<file path="src/rtl/event_capture.sv">
// Spike-event FIFO with a three-state output handshake toward the convolution engine.
// Optional build macro EVENT_CAPTURE_MERGE_EN merges same-coordinate events into the FIFO tail.
module event_capture #(
  parameter int COORD_BITS  = 6,
  parameter int IN_CHANNELS = 4,
  parameter int IMG_WIDTH   = 32,
  parameter int IMG_HEIGHT  = 32,
  parameter int FIFO_DEPTH  = 8
) (
  input  logic                                  clk,
  input  logic                                  rst,
  input  logic [COORD_BITS-1:0]                 in_x,
  input  logic [COORD_BITS-1:0]                 in_y,
  input  logic [IN_CHANNELS-1:0]                in_spikes,
  input  logic                                  in_valid,
  output logic                                  in_ready,
  output logic [2*COORD_BITS+IN_CHANNELS-1:0]   event_out,
  output logic                                  event_valid,
  input  logic                                  event_ack,
  output logic [$clog2(FIFO_DEPTH+1)-1:0]       fifo_count,
  output logic [15:0]                           drop_count,
  output logic                                  busy
);

  localparam int EV_W  = 2*COORD_BITS + IN_CHANNELS;
  localparam int PTR_W = $clog2(FIFO_DEPTH);
  localparam int CNT_W = $clog2(FIFO_DEPTH+1);
  localparam logic [COORD_BITS:0] LIM_X = (COORD_BITS+1)'(IMG_WIDTH);
  localparam logic [COORD_BITS:0] LIM_Y = (COORD_BITS+1)'(IMG_HEIGHT);

  typedef enum logic [1:0] {S_IDLE, S_PRESENT, S_GAP} state_t;

  logic [EV_W-1:0]  r_mem [FIFO_DEPTH];
  logic [PTR_W-1:0] r_wr_ptr, r_rd_ptr;
  logic [CNT_W-1:0] r_count;
  logic [15:0]      r_drop_count;
  logic [EV_W-1:0]  r_event_out;
  logic             r_event_valid;
  state_t           r_state;

  logic             w_accept, w_drop, w_keep, w_pop, w_push;
  logic             w_wr_en;
  logic [PTR_W-1:0] w_wr_addr;
  logic [EV_W-1:0]  w_wr_data, w_in_ev;

  assign w_in_ev  = {in_x, in_y, in_spikes};
  assign in_ready = (r_count != CNT_W'(FIFO_DEPTH));
  assign w_accept = in_valid && in_ready;
  assign w_drop   = w_accept && (({1'b0, in_x} >= LIM_X) || ({1'b0, in_y} >= LIM_Y) ||
                                 (in_spikes == '0));
  assign w_keep   = w_accept && !w_drop;
  assign w_pop    = (r_state == S_IDLE) && (r_count != '0);

`ifdef EVENT_CAPTURE_MERGE_EN
  // Shadow of the last written entry so the tail compare needs no asynchronous RAM read.
  logic [EV_W-1:0] r_tail;
  logic            w_merge;
  assign w_merge = w_keep &&
                   ((r_count > CNT_W'(1)) || ((r_count == CNT_W'(1)) && !w_pop)) &&
                   (r_tail[EV_W-1:IN_CHANNELS] == w_in_ev[EV_W-1:IN_CHANNELS]);
  assign w_push    = w_keep && !w_merge;
  assign w_wr_en   = w_keep;
  assign w_wr_addr = w_merge ? (r_wr_ptr - PTR_W'(1)) : r_wr_ptr;
  assign w_wr_data = w_merge ? {r_tail[EV_W-1:IN_CHANNELS], r_tail[IN_CHANNELS-1:0] | in_spikes}
                             : w_in_ev;

  always_ff @(posedge clk) begin
    if (rst)          r_tail <= '0;
    else if (w_wr_en) r_tail <= w_wr_data;
  end
`else
  assign w_push    = w_keep;
  assign w_wr_en   = w_keep;
  assign w_wr_addr = r_wr_ptr;
  assign w_wr_data = w_in_ev;
`endif

  always_ff @(posedge clk) begin
    if (w_wr_en) r_mem[w_wr_addr] <= w_wr_data;
  end

  always_ff @(posedge clk) begin
    if (rst) begin
      r_wr_ptr     <= '0;
      r_rd_ptr     <= '0;
      r_count      <= '0;
      r_drop_count <= '0;
    end else begin
      if (w_push) r_wr_ptr <= r_wr_ptr + PTR_W'(1);
      if (w_pop)  r_rd_ptr <= r_rd_ptr + PTR_W'(1);
      r_count <= r_count + CNT_W'(w_push) - CNT_W'(w_pop);
      if (w_drop && (r_drop_count != 16'hFFFF)) r_drop_count <= r_drop_count + 16'd1;
    end
  end

  // GAP forces one low cycle of event_valid after every acknowledged event.
  always_ff @(posedge clk) begin
    if (rst) begin
      r_state       <= S_IDLE;
      r_event_out   <= '0;
      r_event_valid <= 1'b0;
    end else begin
      case (r_state)
        S_IDLE: begin
          if (w_pop) begin
            r_event_out   <= r_mem[r_rd_ptr];
            r_event_valid <= 1'b1;
            r_state       <= S_PRESENT;
          end
        end
        S_PRESENT: begin
          if (event_ack) begin
            r_event_valid <= 1'b0;
            r_state       <= S_GAP;
          end
        end
        S_GAP: begin
          r_event_valid <= 1'b0;
          r_state       <= S_IDLE;
        end
        default: begin
          r_event_valid <= 1'b0;
          r_state       <= S_IDLE;
        end
      endcase
    end
  end

  assign event_out   = r_event_out;
  assign event_valid = r_event_valid;
  assign fifo_count  = r_count;
  assign drop_count  = r_drop_count;
  assign busy        = r_event_valid || (r_count != '0);

endmodule

</file>
<file path="config.mk">
export PLATFORM = sky130hd
export DESIGN_NAME = event_capture
export DESIGN_NICKNAME = d
export VERILOG_FILES = /design/src/rtl/event_capture.sv
export SDC_FILE = /design/constraint.sdc
export NUM_CORES = 1
export LEC_CHECK = 0
export ABC_AREA = 1
export CORE_AREA = 2 2 126 159
export DETAILED_ROUTE_END_ITERATION = 6
export DIE_AREA = 0 0 128 161
export GPL_TIMING_DRIVEN = 1
export HOLD_SLACK_MARGIN = 0.1
export PLACE_DENSITY = 0.69
export RECOVER_POWER = 25
export SETUP_SLACK_MARGIN = 0.05
export SLEW_MARGIN = 10
export SYNTH_ARGS = -nofsm -noshare
export SYNTH_HDL_FRONTEND = slang
export SYNTH_SLANG_ARGS = --single-unit
</file>
<file path="constraint.sdc">
create_clock -name clk -period 5.1 [get_ports clk]
set_input_delay 1.02 -clock clk [delete_from_list [all_inputs] [get_ports clk]]
set_output_delay 1.02 -clock clk [all_outputs]
set_load 0.1 [all_outputs]
</file>
==> out/results.txt <==
number of global-route vias before repair - 4810
Slew headroom - 31.39%
Final Cycle Share - 65.67%
RSZ-0062 raised after global routing - no
fin worst setup slack - 1751 ps
VDD IR max - 0.2951 mV
Clock Path Buffers - 2
layout cells sized above 1 - 7.277%
post-DP HPWL - 9643 µm
fin. max-slew vios - 0
antenna violations before repair - 0
clk sink count - 172
RePlAce Congestion - 0.7384
fmax - 298.6 MHz
dpl cell area - 8268 µm²
initial core utilization - 39.19%
R2R setup slack - 2270 ps
vias after detailed routing - 5179
commonest non-fill, non-tap cell in the layout - nand2_1
FF-to-FF Start - fifo_count[2]$_SDFF_PP0_
post-route setup TNS - 0 ps
CTS clk-pin slew, worst paths - 60 ps
CTS tree - yes
Reg2Reg Depth - 12
CTS resizes - 0
Hold EP - event_out[10]$_SDFFE_PP0P_
total CTS buffers - 17
diodes inserted - 0
CP Class - reg2out
Final Hold Violating Endpoints - 0
Crit Path Max Fanout - 3
FILL cells - 1778
row count - 57
MaxCap Viol Count - 0
hold depth - 2
Post-Route WL - 15680 µm
syn avg cell area - 9.555 µm²
Via density - 4.760
antenna viol nets, final - 0
Setup WS pre-CTS - 1543 ps
Layout Nets - 869
Final min period - 3349 ps
fin area - 8900 µm²
crit path cell chain - inv_1 > ha_1 > inv_1 > nor2_4 > nand2_1 > clkdlybuf4s50_1
worst skew pair latency - 420 ps
overall power - 4.866 mW
# H-tree levels - 4
worst r2r dst - fifo_count[2]$_SDFF_PP0_
post-DR wirelength/cell - 14.41 µm
status - finished clean
# DRC - 0
Critical Path End Type - output pin
critical path required time - 4080 ps
CP max stage delay - 1130 ps
Worst path slowest cell - clkdlybuf4s50_1
Worst-Margin Slew - 1026 ps
synth warn - 0
final setup vio count - 0
IO Pins - 59
Worst Path Buf+Inv - 3
skew final - 6.619 ps
drt first pass iters - 4
Synth cell types - 29
Die Span X - 128 µm
hold path start - event_out[10]$_SDFFE_PP0P_
Synth-to-Final Area Change - 18.81%
syn_nets - 814
Post-Synthesis Cells - 784
Clk Tree Root Cell - clkbuf_16
CTS Hold Buffers Added - 0
most frequent cells in the layout - nand2_1, nor2_1, edfxtp_1, inv_1, nand3_1
startpoint types - flop
die area - 20610 µm²
core footprint - 19110 µm²
postcts setup bufs - 0
CP delay by family, top - buffers and inverters
worst hold path class - reg2reg
P per Cell Area - 546.8 nW/µm²
Synth Register Bits - 172
largest net degree at the start of global routing - 68
# port buffers - 58
gr usage total - 16.06%
initial DRC count - 349
Post-Syn Area - 7491 µm²
Lkg Pwr - 3.405 nW
Critical Path Most Common Cell - inv_1
Worst EP arrival - 2330 ps
die height - 161 µm
first-pass GRT wire length - 25230 µm
total gr overflow - 0
register area share after synthesis - 63.07%
per-layer routing:
metal	GRT usage, %	vias to the layer above	part of all wire [%]	wire (µm)
met5	0	-	0	0
met4	5.145	0	1.4	221
met3	3.180	16	4.9	773
met2	28.00	111	50	7882
met1	20.03	2403	43	6799
li1	-	2649	-	-
cell usage after synthesis (all sizes together):
cell / instances / share of area [%]
a21oi: 40 / 2.7
inv: 95 / 4.8
buf: 25 / 2.1
nor2: 147 / 7.9
o21ai: 7 / 0.47
nor4: 1 / 0.084
ha: 9 / 1.5
edfxtp: 128 / 51
dfxtp: 44 / 12
nand3: 63 / 4.5
clkinv: 1 / 0.050
nand2: 191 / 9.8
xor2: 2 / 0.23
o211ai: 16 / 1.6
nand4: 3 / 0.25
clkbuf: 8 / 0.40
fa: 1 / 0.27
nor3: 3 / 0.35
metrics by stage:
| stage | cells | util [%] | hold slack [ps] |
|---|---|---|---|
| 2_1_floorplan | 784 | - | 458.5 |
| 3_3_place_gp | 1056 | 43.26 | 450.6 |
| 3_5_place_dp | 1056 | 43.26 | 454.7 |
| 4_1_cts | 1088 | 46.56 | 465.1 |
| 5_1_grt | 1088 | 46.56 | 489.4 |
| 6_report | 1088 | 46.56 | 463.8 |
sequential cells by signal, indices dropped and copies added (netlist names):
name / cells
r_mem: 128
drop_count: 16
event_out: 16
fifo_count: 4
r_rd_ptr: 3
r_wr_ptr: 3
r_state: 2
worst register-to-register path, cell delays in order, from the launching register on:
cell	delay, ps
dfxtp_1	320
inv_1	70
ha_1	190
inv_1	80
nor2_4	60
nor3_4	770
ha_1	390
inv_1	60
ha_1	150
inv_1	50
fa_1	370
xor2_1	150
nor2_1	50
how the worst max path moves through the flow:
stage,from,end,slack [ps],depth (start not counted)
floorplan,fifo_count[2]$_SDFF_PP0_,r_mem[1][0]$_DFFE_PP_,1320,9
finish,fifo_count[2]$_SDFF_PP0_,busy,1750,6
detailed placement,in_spikes[2],fifo_count[2]$_SDFF_PP0_,1540,13
global placement,in_spikes[2],fifo_count[2]$_SDFF_PP0_,1560,13
CTS,fifo_count[2]$_SDFF_PP0_,busy,1710,6
global route,fifo_count[2]$_SDFF_PP0_,busy,1650,6
power by group:
part	total [mW]	internal [mW]	switching, mW	leakage [nW]
combinational	1.73	0.455	1.27	1.58
sequential	1.76	1.61	0.155	1.51
clock	1.37	0.838	0.537	0.310
final cells by class:
class | instances | area (µm²) | area share (%)
flip-flops and latches | 172 | 4728 | 53.13
clock inverters | 13 | 188.9 | 2.123
well taps | 236 | 295.3 | 3.318
multi-input cells | 483 | 2221 | 24.95
repair buffers | 69 | 663.1 | 7.451
inverters | 96 | 360.3 | 4.049
clock buffers | 19 | 442.9 | 4.977
cells by family after synthesis:
| logic type | count (synthesis) | share of synthesized area, % |
|---|---|---|
| buffers and inverters | 129 | 7.282 |
| flip-flops | 172 | 63.07 |
| XOR/XNOR | 2 | 0.2339 |
| adder cells (fa/ha/maj) | 10 | 1.771 |
| AND/OR/NAND/NOR | 408 | 22.90 |
| AO/OA/AOI/OAI | 63 | 4.744 |
Note: power is estimated with default switching activity, not from simulation.
